$ cat src/rtl/pipe_ctrl.sv
// Pipeline controller: merges jump redirect, load-use, multi-cycle EX hold and generic
// hold requests into per-register stall/flush vectors plus the PC redirect.
module pipe_ctrl #(
    parameter int unsigned NUM_STAGES   = 5,
    parameter int unsigned EX_STAGE     = 2,
    parameter int unsigned ADDR_W       = 32,
    parameter int unsigned NUM_HOLD_SRC = 2,
    parameter logic [4*NUM_HOLD_SRC-1:0] HOLD_STAGE = {4'd3, 4'd1},
    parameter int unsigned MC_W         = 6,
    parameter int unsigned CNT_W        = 32
) (
    input  logic                    clk,
    input  logic                    rst,
    input  logic                    jump_en_i,
    input  logic [ADDR_W-1:0]       jump_addr_i,
    input  logic                    ex_is_load_i,
    input  logic                    ex_rd_we_i,
    input  logic [4:0]              ex_rd_waddr_i,
    input  logic [4:0]              id_rs1_addr_i,
    input  logic [4:0]              id_rs2_addr_i,
    input  logic [1:0]              id_rs_use_i,
    input  logic                    mc_start_i,
    input  logic [MC_W-1:0]         mc_cycles_i,
    input  logic [NUM_HOLD_SRC-1:0] hold_req_i,
    output logic [NUM_STAGES-1:0]   stall_o,
    output logic [NUM_STAGES-1:0]   flush_o,
    output logic                    jump_en_o,
    output logic [ADDR_W-1:0]       jump_addr_o,
    output logic                    busy_o,
    output logic [CNT_W-1:0]        stall_cnt_o,
    output logic [CNT_W-1:0]        jump_cnt_o
);

    // One extra bit so that s+1 never wraps when compared against register indices.
    localparam int unsigned SW = $clog2(NUM_STAGES) + 1;

    typedef enum logic [1:0] {
        IDLE      = 2'd0,
        MC_BUSY   = 2'd1,
        JUMP_PEND = 2'd2
    } state_t;

    state_t              state_q, state_d;
    logic [MC_W-1:0]     mc_cnt_q, mc_cnt_d;
    logic                pend_q, pend_d;
    logic [ADDR_W-1:0]   pend_addr_q, pend_addr_d;
    logic [CNT_W-1:0]    stall_cnt_q, jump_cnt_q;

    logic                load_use_c;
    logic                mc_start_ok_c;
    logic                mc_hold_c;
    logic                hold_any_c;
    logic [SW-1:0]       depth_c;
    logic                jump_src_c;
    logic [ADDR_W-1:0]   jump_tgt_c;
    logic                issue_c;
    logic                capture_c;

    // Hazard sources
    always_comb begin
        load_use_c = ex_is_load_i & ex_rd_we_i & (ex_rd_waddr_i != 5'd0) &
                     ((id_rs_use_i[0] & (id_rs1_addr_i == ex_rd_waddr_i)) |
                      (id_rs_use_i[1] & (id_rs2_addr_i == ex_rd_waddr_i)));
        mc_start_ok_c = (state_q != MC_BUSY) & mc_start_i & (mc_cycles_i != '0);
        mc_hold_c     = (state_q == MC_BUSY) | mc_start_ok_c;
    end

    // Stall depth: highest register index any active hold needs frozen
    always_comb begin
        hold_any_c = 1'b0;
        depth_c    = '0;
        if (load_use_c) begin
            hold_any_c = 1'b1;
            depth_c    = SW'(1);
        end
        if (mc_hold_c) begin
            hold_any_c = 1'b1;
            if (SW'(EX_STAGE) > depth_c) depth_c = SW'(EX_STAGE);
        end
        for (int k = 0; k < int'(NUM_HOLD_SRC); k++) begin
            if (hold_req_i[k]) begin
                hold_any_c = 1'b1;
                if (SW'(HOLD_STAGE[k*4 +: 4]) > depth_c) depth_c = SW'(HOLD_STAGE[k*4 +: 4]);
            end
        end
    end

    // A pending target always wins over a fresh jump_en_i from the same held instruction
    always_comb begin
        jump_src_c = pend_q | jump_en_i;
        jump_tgt_c = pend_q ? pend_addr_q : jump_addr_i;
        issue_c    = jump_src_c & (depth_c < SW'(EX_STAGE));
        capture_c  = jump_en_i & ~pend_q & ~issue_c;
    end

    // Stall/flush vectors and redirect
    always_comb begin
        stall_o     = '0;
        flush_o     = '0;
        jump_en_o   = 1'b0;
        jump_addr_o = '0;
        if (rst) begin
            flush_o = '1;
            flush_o[0] = 1'b0;
        end else begin
            if (hold_any_c) begin
                for (int i = 0; i < int'(NUM_STAGES); i++) begin
                    if (SW'(i) <= depth_c) stall_o[i] = 1'b1;
                    if (i > 0 && SW'(i) == depth_c + SW'(1)) flush_o[i] = 1'b1;
                end
            end
            if (issue_c) begin
                jump_en_o   = 1'b1;
                jump_addr_o = jump_tgt_c;
                for (int i = 0; i < int'(NUM_STAGES); i++) begin
                    if (i >= 1 && i <= int'(EX_STAGE)) flush_o[i] = 1'b1;
                    if (i < int'(EX_STAGE)) stall_o[i] = 1'b0;
                end
            end
        end
    end

    // Next-state logic
    always_comb begin
        state_d     = state_q;
        mc_cnt_d    = mc_cnt_q;
        pend_d      = pend_q;
        pend_addr_d = pend_addr_q;
        if (capture_c) begin
            pend_d      = 1'b1;
            pend_addr_d = jump_addr_i;
        end
        if (issue_c) pend_d = 1'b0;
        case (state_q)
            MC_BUSY: begin
                mc_cnt_d = mc_cnt_q - MC_W'(1);
                if (mc_cnt_q <= MC_W'(1)) state_d = pend_d ? JUMP_PEND : IDLE;
            end
            default: begin
                if (mc_start_ok_c && mc_cycles_i > MC_W'(1)) begin
                    mc_cnt_d = mc_cycles_i - MC_W'(1);
                    state_d  = MC_BUSY;
                end else begin
                    state_d = pend_d ? JUMP_PEND : IDLE;
                end
            end
        endcase
    end

    always_ff @(posedge clk) begin
        if (rst) begin
            state_q     <= IDLE;
            mc_cnt_q    <= '0;
            pend_q      <= 1'b0;
            pend_addr_q <= '0;
            stall_cnt_q <= '0;
            jump_cnt_q  <= '0;
        end else begin
            state_q     <= state_d;
            mc_cnt_q    <= mc_cnt_d;
            pend_q      <= pend_d;
            pend_addr_q <= pend_addr_d;
            if (stall_o[0] && stall_cnt_q != '1) stall_cnt_q <= stall_cnt_q + CNT_W'(1);
            if (jump_en_o && jump_cnt_q != '1) jump_cnt_q <= jump_cnt_q + CNT_W'(1);
        end
    end

    assign busy_o      = (state_q != IDLE);
    assign stall_cnt_o = stall_cnt_q;
    assign jump_cnt_o  = jump_cnt_q;

endmodule

$ cat config.mk
export PLATFORM = sky130hd
export DESIGN_NAME = pipe_ctrl
export DESIGN_NICKNAME = d
export VERILOG_FILES = /design/src/rtl/pipe_ctrl.sv
export SDC_FILE = /design/constraint.sdc
export NUM_CORES = 1
export LEC_CHECK = 0
export ABC_CLOCK_PERIOD_IN_PS = 7900
export CAP_MARGIN = 20
export CORE_MARGIN = 2
export CORE_UTILIZATION = 43
export DETAILED_ROUTE_END_ITERATION = 12
export GPL_ROUTABILITY_DRIVEN = 0
export GPL_TIMING_DRIVEN = 0
export PLACE_DENSITY = 0.78
export SLEW_MARGIN = 20
export SYNTH_ARGS = -nofsm -noshare
export SYNTH_HDL_FRONTEND = slang
export SYNTH_SLANG_ARGS = --single-unit
export TNS_END_PERCENT = 30
$ cat constraint.sdc
create_clock -name clk -period 7.9 [get_ports clk]
set_clock_uncertainty 0.1 [all_clocks]
set_input_delay 2.37 -clock clk [delete_from_list [all_inputs] [get_ports clk]]
set_output_delay 2.37 -clock clk [all_outputs]
set_load 0.1 [all_outputs]
==> flow_metrics.tcl, run 1 <==
set metrics [dict create \
    htreeDepth 3 \
    io_buffer_count 167 \
    worst_setup_path_end_kind "output pin" \
    status "finished, final reports clean" \
    cp-start-kind "input port" \
    cts_tree "built" \
    seqPwrFrac_pct 45.7 \
    r2r_end "stall_cnt_o[15]" \
    num-nets-final 961 \
    grt_pass1_wl_um 26500 \
    synth_cells 713 \
    path_class "input port to output pin" \
    clk_path_buf_depth 2 \
    clockRootBuffer "clkbuf_16" \
    ir_drop_mv 0.139 \
    worstSkewPairLatency_ns 0.35 \
    intPower_w 0.000856 \
    synth_edf_count 0 \
    clock_power_share_pct 33.8 \
    cpMostUsedCell "buf_6" \
    rr_worst_depth 10 \
    comb_power_share_pct 20.5 \
    hpwl_um 12500 \
    wl_per_cell_um 15.5 \
    num_vias 5809 \
    period_share_pct 99.7 \
    postSynth.asyncResetShare_pct 0 \
    rrSetupSlack_ns 4.86 \
    critPathSlowestCell "dlygate4sd2_1" \
    p_leak_nw 2.82 \
    syn_to_final_growth_pct 38.5 \
    clk_pin_slew_ns 0.07 \
    finalSetupViolations 0 \
    first_global_vias 5359 \
    required_ns 5.43 \
    r2r-start "stall_cnt_o[0]" \
    startpoint "mc_cycles_i[2]" \
    power.switching_w 0.000370 \
    clkSinkCount 105 \
    via_per_inst 5.44 \
    ys_dominant_reg_cell "dfxtp_1" \
    yosysTopAreaCellShare_pct 37.0 \
    core_area_mm2 0.0128 \
    synth_area_per_cell_um2 7.96 \
    post_cts_buffers 0 \
    grtUsageTotal_pct 22.9 \
    max_slew.worst_pin.slew_ns 1.03 \
    ctsHoldBuffers 0 \
    cts_buffers 9 \
    totalWireLength_um 16600 \
    io_pins 171 \
    synth_area_leader_cell "dfxtp_1" \
    nFillCells 1140 \
    period_needed_ns 7.88 \
    slowest_delay_ns 0.62 \
    yosysSeqAreaShare_pct 37.0 \
    max_freq_mhz 127 \
    rsz0062_at_grt "yes" \
    yosys_warnings 0 \
    synth_area_mm2 0.00568 \
    drive_gt1_share_pct 8.48 \
    dieArea_mm2 0.0141 \
    netlist-cell-type-count 52 \
    crit_chain "clkdlybuf4s50_1, or4_4, o21a_4, a2111oi_2, a21boi_4, buf_6, buf_6, nor2_1, dlygate4sd2_1" \
    min_path_type "flop to flop" \
    p_sw_share_pct 30.2 \
    grt_antenna_before_repair 0 \
    ys_ff_latch 105 \
    worstPathArrival_ns 5.41 \
    antenna_cells 0 \
    remaining_drc_errors 0 \
    grt_max_degree 16 \
    die_w_um 119 \
    cp_max_fo 10 \
    start_util_pct 44.4 \
    grt_overflow_total 0 \
    drv_slew 0 \
    cp-endpoint "stall_o[1]" \
    dieHeight_um 119 \
    power_density_mw_per_mm2 156 \
    ys_top_cells_by_area "dfxtp_1 37%, nand2_1 6.4%, mux2i_1 5.8%" \
    initialDrtViolationCount 422 \
    drtAntennaViolNets 0 \
    hold_viol 0 \
    setup_tns_ns 0 \
    dr.pass1.iters 5 \
    power_w 0.00123 \
    rows 41 \
    max-slew-margin-rel_pct 31.4 \
    maxCapViolCount 0 \
]
## cell usage after synthesis (11+ instances only)
cell,count
xnor2_1,18
nand3_1,35
nor2_1,86
a21oi_1,52
or4_1,28
dfxtp_1,105
mux2i_1,33
xor2_1,26
inv_1,11
o211ai_1,12
and4_1,11
nand2_1,97
o31ai_1,15
clkbuf_1,32
and3_1,22
nand4_1,28
and2_1,12
## state kept, by name, summed over array words and instances (netlist names)
name / flops
state_q: 2
mc_cnt_q: 6
jump_cnt_o: 32
pend_q: 1
pend_addr_q: 32
stall_cnt_o: 32
## kinds of logic after synthesis
| logic type | Yosys count | share of synthesized area, % |
|---|---|---|
| and+or+nand+nor | 357 | 31.9 |
| AOI/OAI and AO/OA | 106 | 11.9 |
| buffers and inverters | 60 | 4.87 |
| xor gates and xnor gates | 44 | 6.79 |
| other | 1 | 0.0661 |
| adders and majority gates | 6 | 1.32 |
| muxes | 34 | 6.08 |
| DFF | 105 | 37.0 |
## power groups by stage
stage / registers, W / logic [W] / clock network, W
floorplan: 0.000579 / 0.000161 / 0
global placement: 0.000570 / 0.000250 / 0
detailed placement: 0.000571 / 0.000253 / 0
CTS: 0.000559 / 0.000252 / 0.000426
global route: 0.000561 / 0.000269 / 0.000444
finish: 0.000559 / 0.000251 / 0.000415
## cells in the final DEF, fill, tap and decap left out, types with 3 or more instances in the layout
cell             synthesis  routed
xnor2_1                 18      18
inv_1                   11      11
clkdlybuf4s50_1          0     129
buf_6                    4       4
o31ai_1                 15      15
dlygate4sd2_1            0       3
clkbuf_16                0       9
nand4_1                 28      28
xor2_1                  26      26
o22ai_1                  3       3
nor2_1                  86      86
o21ai_0                  8       7
and2_1                  12      12
nor2b_1                  3       3
clkdlybuf4s15_2          0      32
a21oi_1                 52      52
o211ai_1                12      12
nor3b_1                  3       3
clkbuf_1                32      35
or2_2                    3       3
nor4_1                   8       8
buf_2                    8       8
nand2_1                 97      97
dfxtp_1                105     105
nor3_1                   7       7
nand3_1                 35      35
and4_1                  11      11
o311ai_0                 3       3
mux2i_1                 33      33
and3_1                  22      22
ha_1                     6       6
or3_1                    5       5
buf_4                    3       3
or4_1                   28      28
## area by class of cell
cell class | instances | area, µm² | share of cell area (%)
Sequential cell | 105 | 2100 | 26.7
Clock inverter | 2 | 15.0 | 0.191
Multi-Input combinational cell | 549 | 3310 | 42.0
Timing Repair Buffer | 167 | 1700 | 21.6
Clock buffer | 13 | 250 | 3.18
Tap cell | 172 | 215 | 2.74
Buffer | 48 | 231 | 2.94
Inverter | 12 | 45.0 | 0.573
## stage by stage
step                      setup WS (ns)  hold slack [ns]  instances  util (%)  area [µm²]
after CTS                       -0.0717            0.357       1068      61.6        7870
final                            0.0249            0.355       1068      61.6        7870
after detailed placement         -0.520            0.348       1053      59.3        7570
after global routing             -0.102            0.371       1068      61.6        7870
after floorplan                  0.0571            0.336        714         -        5680
after global placement           -0.453            0.342       1053      59.3        7570
## critical path: cells and delay by family
family          cells  cell delay (ns)
compound gates      3             0.93
simple gates        2             0.64
buf+inv             4             1.44
## how the worst min path moves through the flow
stage                          from         endpoint  slack [ns]  cells past startpoint
floorplan            pend_addr_q[0]   pend_addr_q[0]        0.34                      2
global placement    pend_addr_q[28]  pend_addr_q[28]        0.34                      2
detailed placement  pend_addr_q[27]  pend_addr_q[27]        0.35                      2
CTS                 pend_addr_q[27]  pend_addr_q[27]        0.36                      2
global route        pend_addr_q[11]  pend_addr_q[11]        0.37                      2
finish              pend_addr_q[22]  pend_addr_q[22]        0.35                      2
## routing by layer
layer | wire, µm | share of wire [%] | GRT usage (%)
met5 | 0 | 0 | 0
met4 | 137 | 0.83 | 4.99
met3 | 1370 | 8.3 | 7.71
met2 | 7730 | 47 | 38.1
met1 | 7320 | 44 | 28.9
## timing repair
action,in CTS,in global routing
resized for setup,102,4
endpoints found under the setup margin,37,6
hold endpoints to repair,0,0
Note: power is estimated with default switching activity, not from simulation.
==> inputs of run 2 (changes only) <==
--- a/config.mk
+++ b/config.mk
@@ -8,11 +8,11 @@
 export ABC_CLOCK_PERIOD_IN_PS = 7900
 export CAP_MARGIN = 20
 export CORE_MARGIN = 2
-export CORE_UTILIZATION = 43
+export CORE_UTILIZATION = 32
 export DETAILED_ROUTE_END_ITERATION = 12
 export GPL_ROUTABILITY_DRIVEN = 0
 export GPL_TIMING_DRIVEN = 0
-export PLACE_DENSITY = 0.78
+export PLACE_DENSITY = 0.62
 export SLEW_MARGIN = 20
 export SYNTH_ARGS = -nofsm -noshare
 export SYNTH_HDL_FRONTEND = slang
==> flow_metrics.tcl, run 2 (synthesis results as in run 1) <==
set metrics [dict create \
    clockRootBuffer "clkbuf_16" \
    cts_tree "built" \
    status "finished, final reports clean" \
    num_vias 5726 \
    setup_tns_ns 0 \
    ff_latch_area_mm2 0.00210 \
    dp_slack_ns -0.562 \
    period_needed_ns 7.83 \
    grt_antenna_before_repair 0 \
    setup_ws_ns 0.0733 \
    antenna_cells 0 \
    io_buffer_count 167 \
    startpoint "mc_cycles_i[2]" \
    worstPathArrival_ns 5.36 \
    seqPwrFrac_pct 43.7 \
    rsz0062_at_grt "yes" \
    clkSinkCount 105 \
    power.switching_w 0.000381 \
    totalWireLength_um 17400 \
    layout_common_cells "129 x clkdlybuf4s50_1, 105 x dfxtp_1, 97 x nand2_1" \
    multiInputGateArea_mm2 0.00331 \
    ir_drop_mv 0.106 \
    max_slew.worst_pin.slew_ns 1.03 \
    grt_max_degree 17 \
    drtAntennaViolNets 0 \
    remaining_drc_errors 0 \
    htreeDepth 3 \
    min_path_type "flop to flop" \
    period_share_pct 99.1 \
    grt_overflow_total 0 \
    die_w_um 137 \
    max_freq_mhz 128 \
    drv_slew 0 \
    dp_cells 1106 \
    initialDrtViolationCount 362 \
    hold_path.startpoint "pend_addr_q[30]" \
    worst_setup_path_end_kind "output pin" \
    clk_pin_slew_ns 0.07 \
    clk_path_buf_depth 2 \
    worstSkewPairLatency_ns 0.35 \
    syn_to_final_growth_pct 40.6 \
    required_ns 5.43 \
    io_pins 171 \
    final_common_cell "clkdlybuf4s50_1" \
    cp-start-kind "input port" \
    dieArea_mm2 0.0188 \
    finalSetupViolations 0 \
    final_area_mm2 0.00798 \
    hold_viol 0 \
    dr.pass1.iters 5 \
    r2r-start "stall_cnt_o[0]" \
    intPower_w 0.000898 \
    wl_per_cell_um 15.5 \
    path_class "input port to output pin" \
    cts_buffers 9 \
    grtUsageTotal_pct 18.3 \
    max-slew-margin-rel_pct 30.8 \
    p_sw_share_pct 29.8 \
    rr_worst_depth 10 \
    grt_pass1_wl_um 27100 \
    place_area_mm2 0.00764 \
    start_util_pct 32.8 \
    maxCapViolCount 0 \
    power_density_mw_per_mm2 160 \
    rows 48 \
    dieHeight_um 137 \
    cp_max_fo 10 \
    drive_gt1_share_pct 9.03 \
    via_per_inst 5.10 \
    comb_power_share_pct 19.8 \
    core_area_mm2 0.0173 \
    clock_power_share_pct 36.5 \
    first_global_vias 5330 \
    final_cells 1122 \
    hpwl_um 13100 \
    holdPathStages 2 \
    p_leak_nw 2.84 \
    post_cts_buffers 0 \
    nFillCells 1765 \
    num-nets-final 961 \
]
==> run 2: cell count changes in the layout (fill, tap and decap cells not counted), sizes merged <==
| cell | before | now |
|---|---|---|
| clkinv | 0 | 2 |
| dlygate4sd2 | 3 | 2 |
| clkdlybuf4s15 | 32 | 33 |
| clkinvlp | 2 | 1 |
| bufinv | 0 | 1 |
| clkbuf | 47 | 46 |
==> run 2: worst max-delay path: stages <==
cell	delay (ns)
clkdlybuf4s50_1	0.47
or4_4	0.57
o21a_4	0.24
a2111oi_2	0.33
a21boi_4	0.40
buf_6	0.20
buf_4	0.20
nor2_1	0.06
clkdlybuf4s15_2	0.50
==> run 2: metrics by stage <==
stage	util, %	hold slack [ns]	total power, W
after floorplan	-	0.336	0.000740
after global placement	44.2	0.341	0.000826
after detailed placement	44.2	0.347	0.000827
after CTS	46.2	0.357	0.00129
after global routing	46.1	0.370	0.00133
final	46.1	0.356	0.00128
==> run 2: layout make-up <==
type                    instances  share of cell area (%)
clock buffers                  12                    3.21
plain buffers                  48                    2.90
flip-flops and latches        105                    26.3
repair buffers                167                    21.3
well taps                     225                    3.53
clock inverters                 4                   0.643
inverters                      12                   0.564
multi-input cells             549                    41.5
==> run 2: power groups by stage <==
stage | sequential, W | combinational, W | clock, W
floorplan | 0.000579 | 0.000161 | 0
global placement | 0.000571 | 0.000255 | 0
detailed placement | 0.000571 | 0.000256 | 0
CTS | 0.000559 | 0.000255 | 0.000479
global route | 0.000562 | 0.000272 | 0.000496
finish | 0.000559 | 0.000254 | 0.000467
==> run 2: what timing repair did <==
action,4_1_cts,5_1_grt
resized for setup,105,4
endpoints found under the setup margin,37,6
hold buffers,0,0
==> run 2: worst paths after layout <==
| kind | endpoint | slack [ns] |
|---|---|---|
| max reg2reg | stall_cnt_o[1] | 4.75 |
| min | pend_addr_q[30] | 0.36 |
| max | stall_o[0] | 0.07 |
| min reg2reg | pend_addr_q[30] | 0.36 |
==> run 2: routing by layer <==
layer | global-route usage (%) | vias up | routed length (µm)
li1 | - | 2909 | -
met1 | 24.1 | 2648 | 8040
met2 | 28.5 | 157 | 7780
met3 | 6.22 | 12 | 1440
met4 | 5.10 | 0 | 174
met5 | 0 | - | 0
==> inputs of run 3 (changes only) <==
--- a/config.mk
+++ b/config.mk
@@ -6,9 +6,9 @@
 export NUM_CORES = 1
 export LEC_CHECK = 0
 export ABC_CLOCK_PERIOD_IN_PS = 7900
-export CAP_MARGIN = 20
 export CORE_MARGIN = 2
 export CORE_UTILIZATION = 32
+export CTS_CLUSTER_DIAMETER = 100
 export DETAILED_ROUTE_END_ITERATION = 12
 export GPL_ROUTABILITY_DRIVEN = 0
 export GPL_TIMING_DRIVEN = 0
==> results of run 3 <==
Final layout, timing and power as in run 2 (identical DEF).
